## config.mk

```make
export PLATFORM = sky130hd
export DESIGN_NAME = piso_serializer
export DESIGN_NICKNAME = d
export VERILOG_FILES = /design/src/rtl/piso_pkg.sv /design/src/rtl/piso_serializer.sv
export SDC_FILE = /design/constraint.sdc
export NUM_CORES = 1
export LEC_CHECK = 0
export ABC_AREA = 1
export BUFFER_PORTS_ARGS = -buffer_cell sky130_fd_sc_hd__buf_2
export CORE_MARGIN = 10
export CORE_UTILIZATION = 47
export DETAILED_ROUTE_END_ITERATION = 6
export PLACE_DENSITY_LB_ADDON = 0.08
export SYNTH_ARGS = -nofsm -noshare
export SYNTH_HDL_FRONTEND = slang
export SYNTH_SLANG_ARGS = --single-unit
```

## constraint.sdc

```tcl
create_clock -name clk -period 1 [get_ports clk]
set_input_delay 0.25 -clock clk [delete_from_list [all_inputs] [get_ports clk]]
set_output_delay 0.25 -clock clk [all_outputs]
set_load 0.01 [all_outputs]
```

## src/rtl/piso_pkg.sv

```systemverilog
// Shared types and helpers for the parallel-in, serial-out transmitter.
// Holds the two-state FSM encoding and the bit-counter width helper.
// No logic lives here; only types and elaboration-time functions.
package piso_pkg;

    typedef enum logic [0:0] {
        IDLE  = 1'b0,
        SHIFT = 1'b1
    } piso_state_t;

    // Bit counter width for a word of the given size (at least one bit).
    function automatic int piso_cnt_w(input int width);
        return (width < 2) ? 1 : $clog2(width);
    endfunction

endpackage

```

## src/rtl/piso_serializer.sv

```systemverilog
// Parallel-in, serial-out transmitter with a one-entry holding buffer.
// Latency: accept at edge n, transfer at n+1, first bit on the first shift_en edge after n+1.
// Backpressure: din_ready is low while a word is held; words stream gap-free on shift_en.
module piso_serializer
    import piso_pkg::*;
#(
    parameter int WIDTH     = 4,
    parameter bit MSB_FIRST = 1'b1
) (
    input  logic             clk,
    input  logic             clr,
    input  logic             shift_en,
    input  logic [WIDTH-1:0] din,
    input  logic             din_valid,
    output logic             din_ready,
    output logic             dout,
    output logic             dout_valid,
    output logic             frame_start,
    output logic             done,
    output logic             busy
);

    localparam int             CW   = piso_cnt_w(WIDTH);
    localparam logic [CW-1:0]  LAST = CW'(WIDTH - 1);

    piso_state_t      state_q, state_d;
    logic [WIDTH-1:0] hold_q, hold_d;
    logic             hold_full_q, hold_full_d;
    logic [WIDTH-1:0] sr_q, sr_d;
    logic [CW-1:0]    cnt_q, cnt_d;
    logic             din_ready_q, din_ready_d;
    logic             dout_q, dout_d;
    logic             dout_valid_q, dout_valid_d;
    logic             frame_start_q, frame_start_d;
    logic             done_q, done_d;

    // Next-state: transfer hold into the shifter, shift one bit per tick, accept new words.
    always_comb begin
        state_d       = state_q;
        hold_d        = hold_q;
        hold_full_d   = hold_full_q;
        sr_d          = sr_q;
        cnt_d         = cnt_q;
        dout_d        = dout_q;
        dout_valid_d  = 1'b0;
        frame_start_d = 1'b0;
        done_d        = 1'b0;

        case (state_q)
            IDLE: begin
                // shift_en is ignored here; a held word moves straight into the shifter.
                if (hold_full_q) begin
                    sr_d        = hold_q;
                    cnt_d       = '0;
                    hold_full_d = 1'b0;
                    state_d     = SHIFT;
                end
            end
            SHIFT: begin
                if (shift_en) begin
                    if (MSB_FIRST) begin
                        dout_d = sr_q[WIDTH-1];
                        sr_d   = {sr_q[WIDTH-2:0], 1'b0};
                    end else begin
                        dout_d = sr_q[0];
                        sr_d   = {1'b0, sr_q[WIDTH-1:1]};
                    end
                    dout_valid_d  = 1'b1;
                    frame_start_d = (cnt_q == '0);
                    done_d        = (cnt_q == LAST);
                    cnt_d         = cnt_q + CW'(1);
                    // Last bit: chain straight into the held word so there is no gap bit.
                    if (cnt_q == LAST) begin
                        if (hold_full_q) begin
                            sr_d        = hold_q;
                            cnt_d       = '0;
                            hold_full_d = 1'b0;
                        end else begin
                            state_d = IDLE;
                        end
                    end
                end
            end
            default: state_d = IDLE;
        endcase

        // Accept only when empty, so it can never collide with a transfer.
        if (din_valid && din_ready_q) begin
            hold_d      = din;
            hold_full_d = 1'b1;
        end

        din_ready_d = !hold_full_d;
    end

    // State and output registers; clr discards both words and restores idle outputs.
    always_ff @(posedge clk or posedge clr) begin
        if (clr) begin
            state_q       <= IDLE;
            hold_q        <= '0;
            hold_full_q   <= 1'b0;
            sr_q          <= '0;
            cnt_q         <= '0;
            din_ready_q   <= 1'b1;
            dout_q        <= 1'b0;
            dout_valid_q  <= 1'b0;
            frame_start_q <= 1'b0;
            done_q        <= 1'b0;
        end else begin
            state_q       <= state_d;
            hold_q        <= hold_d;
            hold_full_q   <= hold_full_d;
            sr_q          <= sr_d;
            cnt_q         <= cnt_d;
            din_ready_q   <= din_ready_d;
            dout_q        <= dout_d;
            dout_valid_q  <= dout_valid_d;
            frame_start_q <= frame_start_d;
            done_q        <= done_d;
        end
    end

    assign din_ready   = din_ready_q;
    assign dout        = dout_q;
    assign dout_valid  = dout_valid_q;
    assign frame_start = frame_start_q;
    assign done        = done_q;
    assign busy        = (state_q == SHIFT) || hold_full_q;

endmodule

```

==> impl_summary.md, run 1 <==
Timing
Setup total negative slack on the finished layout was measured at -0.7594 ns. For this run, the top clock speed supported by timing is 832.8 MHz. The minimum period implied by the final worst setup slack is 1.201 ns. The worst relative slew slack is 0.8570.

At the pin with the least slew margin, the transition time is 0.2145 ns. On the final layout, the worst clock skew is 0.003939 ns. The final max-slew violation count is 0. Dividing the final minimum period by the clock period gives 1.201.

Final hold analysis gives a worst-case slack of 0.1838 ns. Setup repair after global routing could not meet its margin everywhere. Setup slack on the critical path of the routed design comes to -0.2007 ns. Setup violations remaining at the end of the flow were counted as 11.

The final number of hold-violating endpoints was 0.

Critical path
The worst-case register-to-register setup slack is -0.07 ns. The data arrival time of the worst path is 0.95 ns. The largest delay contributor family on the critical path is flip-flops. The launch instance of the worst register-to-register path is state_q.

The worst setup path is launched from a flip-flop. The number of cells traversed by the worst register-to-register path is 6. Along the worst path, the maximum fanout reaches 2. The critical path class is flip-flop to output port. The library cell contributing the largest single delay on the critical path is sky130_fd_sc_hd__dfstp_2.

Together, buffers and inverters on the worst path number 1. The critical path starts at din_ready. The delay of the slowest critical-path stage is around 0.56 ns. For the worst setup path, the data required time is 0.75 ns.

In this run the critical register-to-register path is captured at sr_q[1]. The critical path goes through buf_6. The worst setup path is captured at an output port.

Detailed routing
The total wire length is ~1600 microns. The detailed router finished its first iteration with 13 violations. The via count is 623. In the routed layout, each cell is associated on average with a via count of a little under 5. The number of routed nets with antenna violations is 0. For this run, design rule violations remaining after detail routing come to 0. The routed wirelength normalized by instance count is roughly 12 microns. The detailed-router iteration count before antenna repair is 4.

Floorplan
The number of rows created at floorplan is 14. The initial cell density of the core is 0.5082. During I/O placement, the number of pins put on the boundary was 14.

The die covers 3672 sq um. From left edge to right edge, the die measures 60.60 microns. The core outline area is roughly 1500 sq um. Measured along the y axis, the die boundary spans 60.60 microns.

Synthesis
For this run, the register share of the synthesized area comes to 0.5509. For this run, the number of Yosys warnings is 0. Synthesis inferred 17 register bits.

The synthesized netlist occupies a cell area of 774.5 sq um. The count of different cell masters after synthesis is 13. The net count after synthesis is between 90 and 100. After technology mapping, the gate count stands at 85. Each instance of the synthesized netlist takes up on average 9.112 sq um.

Power
The clock group share of total power is 0.119. Of the total power, the share spent switching nets is 0.4014. The internal power is 1.863 mW. Of the total power, registers draw 0.371. The total power density per cell area is 2820 nW/um^2. The analysis attributes to net switching a power of 1.249 mW. The maximum VDD drop is 1.926 mV.

The power share of the combinational group is 0.510. After layout, the design draws a total of 3.112 mW. For this design the static power due to leakage is roughly 0.6 nW.

CTS
The clock network latency to the later pin of the worst-skew pair is ~0.29 ns. The number of H-tree levels is 1. The clock tree from TritonCTS is built. The clock root buffer master is sky130_fd_sc_hd__clkbuf_4. Counting every sink on the clock net gives 17. The total CTS buffers is 3. Counting along the longest clock path gives a buffer depth of 2. Clock-pin slew was measured on the worst setup and hold paths at 0.09 ns.

Final layout
After the last flow step, the layout net total stands at 124. In the final layout, the registers with the most flip-flops are hold_q: 4 flops, sr_q: 4 flops, cnt_q: 2 flops. The filler-free cell count of the finished design is approximately 130. The final antenna diode count is 0. The synthesis-to-layout area growth is 42.49%. Fill cells in the final layout number ~120. Of the cells placed in the final design, the portion with a size suffix greater than 1 is 0.5575.

Status
The flow ran to the end, but the final reports show violations. The final reports fail on negative setup slack.

Hold path
The instance count along the most critical hold path is 3. The type of the tightest min-delay check is input pin to flip-flop. The path with the worst hold slack has its endpoint at hold_q[0]. The origin of the worst min-delay path is din[0].

Global route
The global-route congestion overflow total is 0. For this run, global-route usage on met3 was measured as 0.02296. The all-layer global routing usage is 0.1020. The first global-routing pass estimated 2898 microns of wire.

The met1 track utilization from global routing is 0.1235. The most crowded layer after global routing is met2. The fraction of met2 tracks used by global routing is 0.1601. The number of antenna violations at the first check in global routing came to 0. The largest net degree at the start of global routing is 18.

The number of global-route vias before repair was 678.

Place
The routability congestion estimate is ~0.75. OpenSTA, run right after detailed placement, puts the worst setup slack at -0.02967 ns. The wire-length estimate of the detail-placed layout is 1094 microns. Counting tap cells, the placed design contains a total of 116 instances. The count of buffers added on input and output ports is 13.

Job
Across the run, the number of max-cap violations was 0.
metal layers:
metal  up-vias  wire length [microns]
li1        317                      -
met1       289                    687
met2        13                    816
met3         4                     77
met4         0                     29
met5         -                      0
final cells by class:
type	count	area (sq um)	share of cell area
Sequential cell	17	427.9	0.3878
Multi-Input combinational cell	52	400.4	0.3628
Timing Repair Buffer	25	171.4	0.1553
Inverter	15	56.30	0.05102
Clock buffer	3	22.52	0.02041
Tap cell	16	20.02	0.01814
Clock inverter	1	5.005	0.004535
tightest hold or removal path, stage by stage:
cell and delay [ns]:
sky130_fd_sc_hd__buf_2 0.07, sky130_fd_sc_hd__nand3_1 0.07, sky130_fd_sc_hd__nand2_1 0.06
Yosys cell counts (all sizes together):
cell,instances,area share
dfrtp,16,0.52
buf,1,0.015
inv,15,0.073
a21oi,3,0.019
ha,2,0.032
nor2,5,0.024
dfstp,1,0.034
nand2,28,0.19
nand3,13,0.084
o21ai,1,0.011
power by group through the flow:
stage	sequential (mW)	clock, mW	combinational (mW)
floorplan	1.17	0	0.726
global placement	1.16	0	0.986
detailed placement	1.17	0	1.01
CTS	1.13	0.382	1.30
global route	1.20	0.405	1.78
finish	1.15	0.370	1.59
cells by family (layout without fill, tap and decap cells):
| kind of cell | after synthesis | count (layout) | share of synthesized area |
|---|---|---|---|
| buf+inv | 16 | 44 | 0.08724 |
| flops | 17 | 17 | 0.5509 |
| simple gates | 46 | 46 | 0.2989 |
| fa+ha+maj | 2 | 2 | 0.03231 |
| compound gates | 4 | 4 | 0.03069 |
per-stage QoR:
step	util	cell area, sq um
floorplan	-	777.0
global placement	0.5731	873.3
detailed placement	0.5731	873.3
CTS	0.6535	996.0
global route	0.7241	1104
finish	0.7241	1104
layout by cell type, fill, tap and decap left out:
cell type and n:
sky130_fd_sc_hd__dfrtp_1 15, sky130_fd_sc_hd__nand2_1 14, sky130_fd_sc_hd__buf_2 12, sky130_fd_sc_hd__inv_1 9
sky130_fd_sc_hd__buf_4 9, sky130_fd_sc_hd__nand3_1 8, sky130_fd_sc_hd__nand2_2 7, sky130_fd_sc_hd__inv_2 6
sky130_fd_sc_hd__nand2_4 5, sky130_fd_sc_hd__nand3_2 5, sky130_fd_sc_hd__clkbuf_4 3, sky130_fd_sc_hd__buf_6 3
sky130_fd_sc_hd__nand2_8 2, sky130_fd_sc_hd__nor2_4 2, sky130_fd_sc_hd__a21oi_2 2, sky130_fd_sc_hd__nor2_1 2
sky130_fd_sc_hd__ha_4 2, sky130_fd_sc_hd__o21ai_2 1, sky130_fd_sc_hd__nor2_2 1, sky130_fd_sc_hd__a21oi_1 1
sky130_fd_sc_hd__clkinv_2 1, sky130_fd_sc_hd__dfstp_2 1, sky130_fd_sc_hd__dlygate4sd3_1 1, sky130_fd_sc_hd__dfrtp_2 1
how the worst max path moves through the flow:
stage / to / slack [ns] / cells past startpoint
global route: busy / -0.23 / 3
finish: din_ready / -0.20 / 1
global placement: sr_q[2] / -0.006 / 5
CTS: din_ready / -0.20 / 1
detailed placement: sr_q[1] / -0.03 / 6
floorplan: sr_q[1] / 0.02 / 5
what timing repair did:
item	4_1_cts	5_1_grt
hold buffers	1	0
endpoints found under the setup margin	13	18
buffers inserted	5	3
gates resized for setup	12	21
pin swaps	4	4
hold endpoints to repair	16	0
No activity file was read; power rests on OpenSTA's default activity.
==> inputs of run 2 (changes only) <==
- CELL_PAD_IN_SITES_DETAIL_PLACEMENT: unset -> 0
- CELL_PAD_IN_SITES_GLOBAL_PLACEMENT: unset -> 2
- CORE_UTILIZATION: 47 -> 34
- clock period: 1 -> 1.6 ns (I/O delays scaled with it)
==> run 2 against run 1 <==
  * The flow now finishes without violations
  * Via count is 9.5% lower
  * Critical path depth increased by 2
  * First-iteration DRC count is 46% higher
  * Highest routed layer unchanged
  * Wire length shrank 13%
  * Sequential share of layout area grew 8.9 points
  * Flip-flop and latch count unchanged
  * Cell count rose by 0.78%
  * Clock skew fell by 0.0035 ns
  * Utilization decreased by 31 points
  * Largest cell class unchanged
  * Die area grew 25%
  * Design area fell by 19%
==> impl_summary.md, run 2 (synthesis gave the netlist of run 1 again) <==
Floorplan
The die is 67.73 microns wide. For this configuration, the core starts out at a cell density of 0.3535. In this run the vertical extent of the chip is 67.73 microns.

The floorplan step defined a die boundary enclosing 4587 sq um. 14 I/O pins were placed. After floorplanning, the core was divided into 17 placement rows. The core region is 2191 sq um.

Status
The run finished with clean final reports.

Global route
For this run, the total global-route usage over all layers was measured as 0.07284. The number of antenna violations at the first check in global routing is 0. The number of global-route vias before repair is 569.

The largest net degree at the start of global routing is 18. The global-route wire length before repair is between 2000 and 3000 microns. The global-route congestion overflow total is 0.

Detailed routing
The final route contains 564 vias. The mean number of vias per cell is 4.338. Summed over all layers, the routed wires come to 1395 microns. For this run, design rule violations remaining after detail routing come to 0. In the final routed layout, each cell accounts on average for approximately 11 microns. The iteration-0 DRC count of the detailed router is 19.

The first TritonRoute pass finished after 4 iterations. The detail route stage leaves a number of antenna-violating nets equal to 0.

Power
For this design the static power due to leakage is 0.5161 nW. The worst-case IR drop observed on VDD is about 0.84 mV. The total power density per cell area is around 1700 nW/um^2.

CTS
The clock slew at the register clock pins of the worst setup and hold paths is 0.09 ns. The total CTS buffers is 3. For this design, the CTS-stage hold fixing added 0 buffers. The buffer levels on the longest clock path is 2. The number of sinks on the clock net is 17. For the worst-skew pair, the clock arrives at the later sink with an insertion delay of about 0.28 ns. TritonCTS built the clock tree. The number of H-tree levels is 1. The tree is rooted in a sky130_fd_sc_hd__clkbuf_4.

Timing
The worst clock skew is approximately 0.00048 ns. For the pin with the worst max-slew slack, the measured transition is 0.2470 ns. Setup repair after global routing left no endpoint under its margin. Setup violations remaining at the end of the flow were counted as 0. The final number of hold-violating endpoints is 0. The final max-slew violation count is 0. The worst path in the final design needs a cycle of roughly 1.5 ns, including I/O delays and setup.

The worst setup margin is roughly 0.13 ns. Dividing the final minimum period by the clock period gives 0.9178. Summed over all failing endpoints, the final setup total negative slack is 0 ns. The worst relative slew slack is 0.8350. Derived from the worst setup path, the maximum achievable clock frequency is a little under 700 MHz.

Critical path
The data required time of the critical path is 1.20 ns. In this run the worst path has a maximum fanout of 8. The worst-case register-to-register setup slack is 0.47 ns.

The sort of element at the start of the critical path is a flip-flop. The data arrival time of the worst path is 1.07 ns. The critical path in this run is classified as flip-flop to output port. The critical path endpoint category is an output port.

Place
After legalization and detailed placement, the total HPWL measured 1039 microns. The count of buffers added on input and output ports is 13. The routability congestion estimate is 0.6639. OpenSTA, run right after detailed placement, puts the worst setup slack at 0.3540 ns.

Final layout
The number of antenna diodes in the final layout is 0. The synthesis-to-layout area growth is 15.99%. The most common cell after layout, fill and taps aside is sky130_fd_sc_hd__nand2_1.

The layout filler cell count is 231. In the final layout, the share of cells above drive strength 1 is 0.2843. In the final design database the tool counted ~110 nets. In the final layout, the registers with the most flip-flops are hold_q: 4 flops, sr_q: 4 flops, cnt_q: 2 flops. In the layout the commonest cells are sky130_fd_sc_hd__nand2_1, sky130_fd_sc_hd__dfrtp_1, sky130_fd_sc_hd__inv_1, sky130_fd_sc_hd__nand3_1, sky130_fd_sc_hd__buf_2.

Hold path
The type of the tightest min-delay check is input pin to async pin.

Job
The count of max-cap constraint violations is 0.
[run 2: cell types whose count changed in the layout (fill, tap and decap cells not counted), moves of 5 or more]
| cell | delta |
|---|---|
| sky130_fd_sc_hd__buf_4 | -8 |
| sky130_fd_sc_hd__nand2_1 | +7 |
| sky130_fd_sc_hd__nand2_2 | -5 |
| sky130_fd_sc_hd__nand3_1 | +5 |
| sky130_fd_sc_hd__nand3_2 | -5 |
[run 2: final cells by class]
type                    count  area [sq um]  area share
flip-flops and latches     17         427.9      0.4763
multi-input cells          52         280.3      0.3120
repair buffers             14         72.57     0.08078
inverters                  15         56.30     0.06267
well taps                  28         35.03     0.03900
clock buffers               4         26.28     0.02925
[run 2: power by group]
group	switching (mW)	leakage (nW)	internal (mW)
combinational	0.353	0.298	0.226
sequential	0.116	0.203	0.614
clock	0.127	0.0150	0.0967
[run 2: stage by stage]
step,instance area [sq um],power [mW],hold WS [ns],cells,util
2_1_floorplan,774.5,1.181,0.3253,85,-
3_3_place_gp,870.8,1.327,0.4221,126,0.3975
3_5_place_dp,870.8,1.325,0.4252,126,0.3975
4_1_cts,897.1,1.563,0.1019,130,0.4095
5_1_grt,898.4,1.685,0.1223,130,0.4101
6_report,898.4,1.534,0.1038,130,0.4101
[run 2: layer usage]
layer	part of all wire	GRT usage	vias to the layer above
met5	0	0	-
met3	0.057	0.02314	2
met1	0.47	0.09100	259
met2	0.46	0.1056	10
met4	0.010	0.04615	0
li1	-	-	293
[run 2: timing repair]
item	4_1_cts	5_1_grt
buffers inserted	0	0
resized for setup	0	1
setup endpoints to repair	0	1
[run 2: final timing paths]
check                              start          end  cells past startpoint
worst max-delay path             state_q         busy                      3
worst min-delay path                 clr  hold_full_q                      3
worst max register to register  cnt_q[0]      sr_q[3]                      5
worst min register to register   sr_q[3]         dout                      2
max in group asynchronous            clr    din_ready                      3
min in group clk                  din[0]    hold_q[0]                      3
[run 2: critical path: stages (launching register included)]
cell	delay, ns
sky130_fd_sc_hd__dfrtp_2	0.49
sky130_fd_sc_hd__inv_2	0.11
sky130_fd_sc_hd__nand2_1	0.05
sky130_fd_sc_hd__buf_2	0.13
